--- src/rtl/spi_pkg.sv ---
// Shared constants, FSM state type and level-width helper for the SPI slave core.
package spi_pkg;

    localparam int SPI_BYTE_W = 8;
    localparam logic [SPI_BYTE_W-1:0] SPI_DUMMY_DEF = 8'hFF;

    typedef enum logic [1:0] {
        ST_WAIT_HI,
        ST_IDLE,
        ST_ACTIVE
    } spi_state_e;

    function automatic int spi_lvl_w(input int depth);
        return $clog2(depth) + 1;
    endfunction

endpackage

--- src/rtl/spi_slave_core_if.sv ---
// Host-side TX holding-register and RX FIFO handshake bundle of the SPI slave core.
interface spi_slave_core_if
    import spi_pkg::*;
#(
    parameter int RX_DEPTH = 16
);
    logic [SPI_BYTE_W-1:0]          tx_data;
    logic                           tx_valid;
    logic                           tx_ready;
    logic [SPI_BYTE_W-1:0]          rx_data;
    logic                           rx_valid;
    logic                           rx_ready;
    logic [spi_lvl_w(RX_DEPTH)-1:0] rx_level;

    modport slave  (input  tx_data, tx_valid, rx_ready,
                    output tx_ready, rx_data, rx_valid, rx_level);
    modport master (output tx_data, tx_valid, rx_ready,
                    input  tx_ready, rx_data, rx_valid, rx_level);
endinterface

--- src/rtl/spi_slave_rx_fifo.sv ---
// First-word fall-through RX FIFO; a push while full is accepted only if a pop frees a slot.
module spi_slave_rx_fifo
    import spi_pkg::*;
#(
    parameter int DEPTH = 16
) (
    input  logic                        clk,
    input  logic                        rst_n,
    input  logic                        i_push,
    input  logic [SPI_BYTE_W-1:0]       i_data,
    input  logic                        i_pop,
    output logic [SPI_BYTE_W-1:0]       o_data,
    output logic                        o_empty,
    output logic                        o_full,
    output logic [spi_lvl_w(DEPTH)-1:0] o_level
);
    localparam int AW = $clog2(DEPTH);
    localparam int LW = spi_lvl_w(DEPTH);

    logic [SPI_BYTE_W-1:0] r_mem [DEPTH];
    logic [AW-1:0]         r_wptr, r_rptr;
    logic [LW-1:0]         r_level;
    logic                  w_pop, w_push;

    assign o_empty = (r_level == '0);
    assign o_full  = (r_level == LW'(DEPTH));
    assign o_level = r_level;
    assign o_data  = o_empty ? '0 : r_mem[r_rptr];
    assign w_pop   = i_pop && !o_empty;
    assign w_push  = i_push && (!o_full || w_pop);

    always_ff @(posedge clk) begin
        if (w_push) r_mem[r_wptr] <= i_data;
    end

    // Power-of-two depth lets the pointers wrap by natural overflow.
    always_ff @(posedge clk or negedge rst_n) begin
        if (!rst_n) begin
            r_wptr  <= '0;
            r_rptr  <= '0;
            r_level <= '0;
        end else begin
            if (w_push) r_wptr <= r_wptr + AW'(1);
            if (w_pop)  r_rptr <= r_rptr + AW'(1);
            case ({w_push, w_pop})
                2'b10:   r_level <= r_level + LW'(1);
                2'b01:   r_level <= r_level - LW'(1);
                default: r_level <= r_level;
            endcase
        end
    end

endmodule

--- src/rtl/spi_slave_core.sv ---
// SPI mode-0 slave: oversampled SCLK/CS_N/MOSI, MSB-first bytes into an RX FIFO,
// TX bytes from a one-byte holding register (DUMMY_BYTE when empty).
module spi_slave_core
    import spi_pkg::*;
#(
    parameter int                    RX_DEPTH    = 16,
    parameter int                    SYNC_STAGES = 2,
    parameter logic [SPI_BYTE_W-1:0] DUMMY_BYTE  = SPI_DUMMY_DEF
) (
    input  logic            clk,
    input  logic            rst_n,
    input  logic            i_sclk,
    input  logic            i_cs_n,
    input  logic            i_mosi,
    output logic            o_miso,
    output logic            o_miso_oe,
    output logic            o_rx_overrun,
    output logic            o_tx_underrun,
    output logic            o_frame_done,
    output logic            o_busy,
    spi_slave_core_if.slave bus
);
    localparam int S = SYNC_STAGES;

    // Index S is an edge-history flop behind the S synchronizer stages.
    logic [S:0]            r_sclk_sync, r_cs_sync, r_mosi_sync, r_sync_vld;
    spi_state_e            r_state;
    logic [2:0]            r_bit_cnt;
    logic [SPI_BYTE_W-1:0] r_shift_rx, r_shift_tx, r_hold;
    logic                  r_hold_full, r_tx_pend, r_pend_hold;
    logic                  r_miso, r_underrun, r_frame_done, r_overrun;

    logic                  w_sclk_rise, w_sclk_fall, w_cs_fall, w_cs_rise, w_cs_hi, w_mosi;
    logic                  w_push, w_pop, w_full, w_empty, w_tx_wr;
    logic [SPI_BYTE_W-1:0] w_ld_byte, w_rx_byte;

    always_ff @(posedge clk or negedge rst_n) begin
        if (!rst_n) begin
            r_sclk_sync <= '0;
            r_cs_sync   <= '1;
            r_mosi_sync <= '0;
            r_sync_vld  <= '0;
        end else begin
            r_sclk_sync <= {r_sclk_sync[S-1:0], i_sclk};
            r_cs_sync   <= {r_cs_sync[S-1:0], i_cs_n};
            r_mosi_sync <= {r_mosi_sync[S-1:0], i_mosi};
            r_sync_vld  <= {r_sync_vld[S-1:0], 1'b1};
        end
    end

    assign w_sclk_rise = r_sclk_sync[S-1] & ~r_sclk_sync[S];
    assign w_sclk_fall = ~r_sclk_sync[S-1] & r_sclk_sync[S];
    assign w_cs_fall   = ~r_cs_sync[S-1] & r_cs_sync[S];
    assign w_cs_rise   = r_cs_sync[S-1] & ~r_cs_sync[S];
    assign w_cs_hi     = r_cs_sync[S-1] & r_cs_sync[S];
    assign w_mosi      = r_mosi_sync[S-1];

    assign w_ld_byte = r_hold_full ? r_hold : DUMMY_BYTE;
    assign w_rx_byte = {r_shift_rx[SPI_BYTE_W-2:0], w_mosi};
    assign w_tx_wr   = bus.tx_valid && !r_hold_full;
    assign w_push    = (r_state == ST_ACTIVE) && !w_cs_rise && w_sclk_rise && (r_bit_cnt == 3'd7);
    assign w_pop     = bus.rx_valid && bus.rx_ready;

    // A byte-boundary reload happens on the fall after the 8th rise, which a master also
    // produces at the end of a frame; that reload is committed (holding register consumed
    // or underrun flagged) only when the next byte's first rise shows the master continues.
    always_ff @(posedge clk or negedge rst_n) begin
        if (!rst_n) begin
            r_state      <= ST_WAIT_HI;
            r_bit_cnt    <= '0;
            r_shift_rx   <= '0;
            r_shift_tx   <= '0;
            r_hold       <= '0;
            r_hold_full  <= 1'b0;
            r_tx_pend    <= 1'b0;
            r_pend_hold  <= 1'b0;
            r_miso       <= 1'b0;
            r_underrun   <= 1'b0;
            r_frame_done <= 1'b0;
            r_overrun    <= 1'b0;
        end else begin
            r_underrun   <= 1'b0;
            r_frame_done <= 1'b0;
            r_overrun    <= w_push && w_full && !w_pop;
            case (r_state)
                // Coming out of reset mid-frame: wait for a genuine idle CS before joining.
                ST_WAIT_HI: if (r_sync_vld[S] && w_cs_hi) r_state <= ST_IDLE;
                ST_IDLE: begin
                    if (w_cs_fall) begin
                        r_state    <= ST_ACTIVE;
                        r_bit_cnt  <= '0;
                        r_shift_rx <= '0;
                        r_shift_tx <= w_ld_byte;
                        r_miso     <= w_ld_byte[SPI_BYTE_W-1];
                        r_tx_pend  <= 1'b0;
                        if (r_hold_full) r_hold_full <= 1'b0;
                        else             r_underrun  <= 1'b1;
                    end
                end
                ST_ACTIVE: begin
                    if (w_cs_rise) begin
                        r_state      <= ST_IDLE;
                        r_bit_cnt    <= '0;
                        r_miso       <= 1'b0;
                        r_tx_pend    <= 1'b0;
                        r_frame_done <= 1'b1;
                    end else if (w_sclk_rise) begin
                        r_shift_rx <= w_rx_byte;
                        r_bit_cnt  <= r_bit_cnt + 3'd1;
                        if (r_tx_pend) begin
                            r_tx_pend <= 1'b0;
                            if (r_pend_hold) r_hold_full <= 1'b0;
                            else             r_underrun  <= 1'b1;
                        end
                    end else if (w_sclk_fall) begin
                        if (r_bit_cnt != 3'd0) begin
                            r_shift_tx <= {r_shift_tx[SPI_BYTE_W-2:0], 1'b0};
                            r_miso     <= r_shift_tx[SPI_BYTE_W-2];
                        end else begin
                            r_shift_tx  <= w_ld_byte;
                            r_miso      <= w_ld_byte[SPI_BYTE_W-1];
                            r_tx_pend   <= 1'b1;
                            r_pend_hold <= r_hold_full;
                        end
                    end
                end
                default: r_state <= ST_WAIT_HI;
            endcase
            if (w_tx_wr) begin
                r_hold      <= bus.tx_data;
                r_hold_full <= 1'b1;
            end
        end
    end

    spi_slave_rx_fifo #(.DEPTH(RX_DEPTH)) u_rx_fifo (
        .clk     (clk),
        .rst_n   (rst_n),
        .i_push  (w_push),
        .i_data  (w_rx_byte),
        .i_pop   (w_pop),
        .o_data  (bus.rx_data),
        .o_empty (w_empty),
        .o_full  (w_full),
        .o_level (bus.rx_level)
    );

    // Busy/OE follow the joined frame, so a CS already low at reset release stays undriven.
    assign bus.rx_valid   = !w_empty;
    assign bus.tx_ready   = !r_hold_full;
    assign o_miso         = r_miso;
    assign o_miso_oe      = (r_state == ST_ACTIVE);
    assign o_busy         = (r_state == ST_ACTIVE);
    assign o_rx_overrun   = r_overrun;
    assign o_tx_underrun  = r_underrun;
    assign o_frame_done   = r_frame_done;

endmodule
--- src/flat_wrapper.sv ---
// flat-port wrapper written by rule: the top's interface ports become plain ports
module spi_slave_core_flat import spi_pkg::*;
#(
    parameter int                    RX_DEPTH    = 16,
    parameter int                    SYNC_STAGES = 2,
    parameter logic [SPI_BYTE_W-1:0] DUMMY_BYTE  = SPI_DUMMY_DEF
)
  (clk, rst_n, i_sclk, i_cs_n, i_mosi, o_miso, o_miso_oe, o_rx_overrun, o_tx_underrun, o_frame_done, o_busy, bus_tx_data, bus_tx_valid, bus_rx_ready, bus_tx_ready, bus_rx_data, bus_rx_valid, bus_rx_level);
  spi_slave_core_if #(.RX_DEPTH(RX_DEPTH)) bus_i ();
  input  logic clk;
  input  logic rst_n;
  input  logic i_sclk;
  input  logic i_cs_n;
  input  logic i_mosi;
  output logic o_miso;
  output logic o_miso_oe;
  output logic o_rx_overrun;
  output logic o_tx_underrun;
  output logic o_frame_done;
  output logic o_busy;
  input wire logic [$bits(bus_i.tx_data)-1:0] bus_tx_data;
  input wire logic [$bits(bus_i.tx_valid)-1:0] bus_tx_valid;
  input wire logic [$bits(bus_i.rx_ready)-1:0] bus_rx_ready;
  output wire logic [$bits(bus_i.tx_ready)-1:0] bus_tx_ready;
  output wire logic [$bits(bus_i.rx_data)-1:0] bus_rx_data;
  output wire logic [$bits(bus_i.rx_valid)-1:0] bus_rx_valid;
  output wire logic [$bits(bus_i.rx_level)-1:0] bus_rx_level;
  assign bus_i.tx_data = bus_tx_data;
  assign bus_i.tx_valid = bus_tx_valid;
  assign bus_i.rx_ready = bus_rx_ready;
  assign bus_tx_ready = bus_i.tx_ready;
  assign bus_rx_data = bus_i.rx_data;
  assign bus_rx_valid = bus_i.rx_valid;
  assign bus_rx_level = bus_i.rx_level;
  spi_slave_core #(.RX_DEPTH(RX_DEPTH), .SYNC_STAGES(SYNC_STAGES), .DUMMY_BYTE(DUMMY_BYTE)) u_core (.clk(clk), .rst_n(rst_n), .i_sclk(i_sclk), .i_cs_n(i_cs_n), .i_mosi(i_mosi), .o_miso(o_miso), .o_miso_oe(o_miso_oe), .o_rx_overrun(o_rx_overrun), .o_tx_underrun(o_tx_underrun), .o_frame_done(o_frame_done), .o_busy(o_busy), .bus(bus_i));
endmodule
--- config.mk ---
export PLATFORM = sky130hd
export DESIGN_NAME = spi_slave_core_flat
export DESIGN_NICKNAME = d
export VERILOG_FILES = /design/src/rtl/spi_pkg.sv /design/src/rtl/spi_slave_core_if.sv /design/src/rtl/spi_slave_rx_fifo.sv /design/src/rtl/spi_slave_core.sv /design/src/flat_wrapper.sv
export SDC_FILE = /design/constraint.sdc
export NUM_CORES = 1
export LEC_CHECK = 0
export BUFFER_PORTS_ARGS = -buffer_cell sky130_fd_sc_hd__buf_2
export CAP_MARGIN = 30
export CORE_MARGIN = 3
export CORE_UTILIZATION = 25
export CTS_BUF_LIST = sky130_fd_sc_hd__clkbuf_16
export DETAILED_ROUTE_END_ITERATION = 8
export GPL_TIMING_DRIVEN = 0
export PLACE_DENSITY = 0.46
export SLEW_MARGIN = 20
export SYNTH_ARGS = -nofsm -noshare
export SYNTH_HDL_FRONTEND = slang
export SYNTH_SLANG_ARGS = --single-unit
export TNS_END_PERCENT = 1
--- constraint.sdc ---
create_clock -name clk -period 6.8 [get_ports clk]
set_input_delay 0.68 -clock clk [delete_from_list [all_inputs] [get_ports clk]]
set_output_delay 0.68 -clock clk [all_outputs]
set_load 0.02 [all_outputs]
==> results.toml <==
[status]
status = "complete, no violations"

[floorplan]
initial_core_util_pct = 25.7
io_pins = 36
die_w_um = 182
fp.dieArea_um2 = 33000
row_count = 63
die_h_um = 182
core_um2 = 30000

[synth]
syn-cell-area_um2 = 7710
synth_area_leader_cell = "edfxtp_1"
synth_top_area_share_pct = 49.8
ys_top_cells_by_count = "edfxtp_1 (128), dfrtp_1 (55), mux4_2 (40), o21ai_0 (27), nand2_1 (26)"
synth_warnings = 0
synth_edf_count = 128
post-synth-top-count-cell = "edfxtp_1"
syn_inst = 461
synth.distinct_cells = 47
synthFlopType = "edfxtp_1"
syn_nets = 493
yosysSeqAreaShare_pct = 68.7
synth.ff_latch_count = 186
synth.avg_cell_area_um2 = 16.7
synthTopCellsByArea = "edfxtp_1 (50%), dfrtp_1 (18%), mux4_2 (12%)"
synthArstFlopShare_pct = 31.2

[global_routing]
grt_pass1_wl_um = 25400
grt_util_all_layers_pct = 10.1
grt_pass1_vias = 4307
grt_max_degree = 59
grt_remaining_overflow = 0
antenna_found_initial = 0

[finish]
multi_input_area_um2 = 2240
fin_util_pct = 30.2
drive_above_1_share_pct = 26.8
antenna_cells = 0
fillCellCount = 2906
final_nets = 548
regArea_um2 = 5300
area_delta_synth_final_pct = 17.7

[hold_path]
hp-class = "input port to async pin"

[sta]
fin_crit_sh_pct = 55.2
worst_pin_slew_ps = 927
clock_skew_ps = 16.9
setup_viol = 0
fmax_mhz = 266
max-slew-margin-rel_pct = 37.9
slew_viol_final = 0
hold_viol_final = 0
rsz0062_at_grt = "false"
tns_ps = 0
layout_min_cycle_time_ps = 3750

[clock_network]
cts_buffers = 17
clk_latency_ps = 430
clkSlewWorstSetupHoldPaths_ps = 80
cts_tree = "yes"
cts_buffer_depth = 2
cts-root-buf = "clkbuf_16"
cts_resized = 0
cts.htree.levels = 4
clkSinkCount = 186
cts_setup_buffers = 0
ctsHoldBuffers = 0

[worst_setup_path]
end_kind = "primary output"
start_kind = "flop"
cp.arrival_ps = 3070
cp_data_required_time_ps = 6120
crit_fanout = 10
path_class = "flop to primary output"

[placement]
portBuffers = 35
dp_hpwl_um = 10600
gp_congestion = 0.778

[drt]
vias = 4030
first_iter_violations = 334
drtPass1Iterations = 4
drc = 0
routedWlPerCell_um = 17.6
via_per_inst = 4.39
drtAntennaViolNets = 0
drt-total-wl_um = 16200

[power_and_ir_drop]
p_sw_mw = 1.08
ir_drop_v = 0.000163
clockPowerShare_pct = 31.4
combPwrFrac_pct = 27.4
p_seq_share_pct = 41.3
p_int_mw = 2.34
p_sw_share_pct = 31.6
leakagePower_nw = 3.44
powerDensity_nw_per_um2 = 376

[flow_run]
cap_violations = 0
-- layout make-up --
| type | count | share of cell area, % |
|---|---|---|
| clock buffers | 17 | 4.69 |
| plain buffers | 24 | 1.39 |
| inverters | 23 | 0.951 |
| flip-flops and latches | 186 | 58.4 |
| multi-input cells | 228 | 24.7 |
| repair buffers | 36 | 2.08 |
| well taps | 390 | 5.38 |
| clock inverters | 15 | 2.44 |
-- metal layers --
metal	part of all wire, %	GRT usage [%]	up-vias
li1	-	-	1873
met1	44	13.5	2052
met2	49	16.6	92
met3	5.4	2.74	13
met4	0.75	2.19	0
met5	0	0	-
-- power by group through the flow --
stage / combinational [mW] / sequential, mW / clock (mW)
floorplan: 0.681 / 1.43 / 0
global placement: 0.931 / 1.43 / 0
detailed placement: 0.948 / 1.44 / 0
CTS: 0.952 / 1.41 / 1.10
global route: 1.04 / 1.43 / 1.15
finish: 0.935 / 1.41 / 1.07
-- worst max-delay path, cell delays in order, from the launching register on --
cell	delay [ps]
dfrtp_1	350
clkbuf_1	390
clkbuf_1	660
mux4_2	430
mux4_2	480
and2_1	180
buf_2	160
-- sequential cells by signal, indices dropped and copies added (netlist names), 3 cells and up --
register                  flops
u_core.u_rx_fifo.o_level      5
u_core.r_sync_vld             3
u_core.r_shift_rx             7
u_core.r_bit_cnt              3
u_core.r_sclk_sync            3
u_core.u_rx_fifo.r_mem      128
u_core.r_cs_sync              3
u_core.u_rx_fifo.r_rptr       4
u_core.u_rx_fifo.r_wptr       4
u_core.r_hold                 8
u_core.r_shift_tx             7
-- logic make-up after synthesis --
family                   share of synthesized area (%)
AO/OA/AOI/OAI                                     4.48
buffers and inverters                             2.76
multiplexers                                      13.7
adder cells (fa/ha/maj)                           2.76
other                                           0.0486
AND/OR/NAND/NOR                                   6.44
XOR/XNOR                                          1.14
flip-flops                                        68.7
-- worst paths after layout --
path                                                        startpoint                                      end  slack [ps]  cells after the start
worst min register to register          u_core.r_sync_vld[0]$_DFF_PN0_           u_core.r_sync_vld[1]$_DFF_PN0_         350                      0
max in group asynchronous                                        rst_n   u_core.u_rx_fifo.r_wptr[0]$_DFFE_PN0P_        5970                      1
worst max-delay path            u_core.u_rx_fifo.r_rptr[1]$_DFFE_PN0P_                           bus_rx_data[6]        3050                      6
worst min-delay path                                             rst_n             u_core.r_hold[4]$_DFFE_PN0P_         300                      1
worst max register to register           u_core.r_state[0]$_DFFE_PN0P_  u_core.u_rx_fifo.r_mem[13][7]$_DFFE_PP_        3820                      7
min in group clk                                                i_sclk          u_core.r_sclk_sync[0]$_DFF_PN0_         350                      1
-- metrics by stage --
| step | cell area, um2 | total power, mW | hold slack [ps] | setup WS [ps] | cells |
|---|---|---|---|---|---|
| finish | 9080 | 3.42 | 303 | 3050 | 919 |
| global route | 9080 | 3.62 | 327 | 2880 | 919 |
| CTS | 9070 | 3.46 | 322 | 2980 | 918 |
| detailed placement | 8420 | 2.39 | 335 | 3460 | 886 |
| global placement | 8380 | 2.36 | 333 | 3290 | 886 |
| floorplan | 7710 | 2.11 | 331 | 4140 | 461 |
-- cell usage in the layout, fill, tap and decap left out, types with 5 or more instances in the layout --
| cell | n |
|---|---|
| xnor2_1 | 9 |
| edfxtp_1 | 128 |
| nand2_1 | 26 |
| buf_1 | 5 |
| clkbuf_1 | 11 |
| and2_1 | 14 |
| inv_1 | 23 |
| o21ai_0 | 27 |
| inv_6 | 5 |
| nand3_1 | 11 |
| clkbuf_16 | 17 |
| ha_1 | 17 |
| nand2b_1 | 5 |
| mux4_2 | 40 |
| nor2_1 | 10 |
| buf_2 | 36 |
| nand3b_1 | 6 |
| nor3_2 | 8 |
| mux2_2 | 12 |
| dfrtp_1 | 55 |
Note: power is estimated with default switching activity, not from simulation.
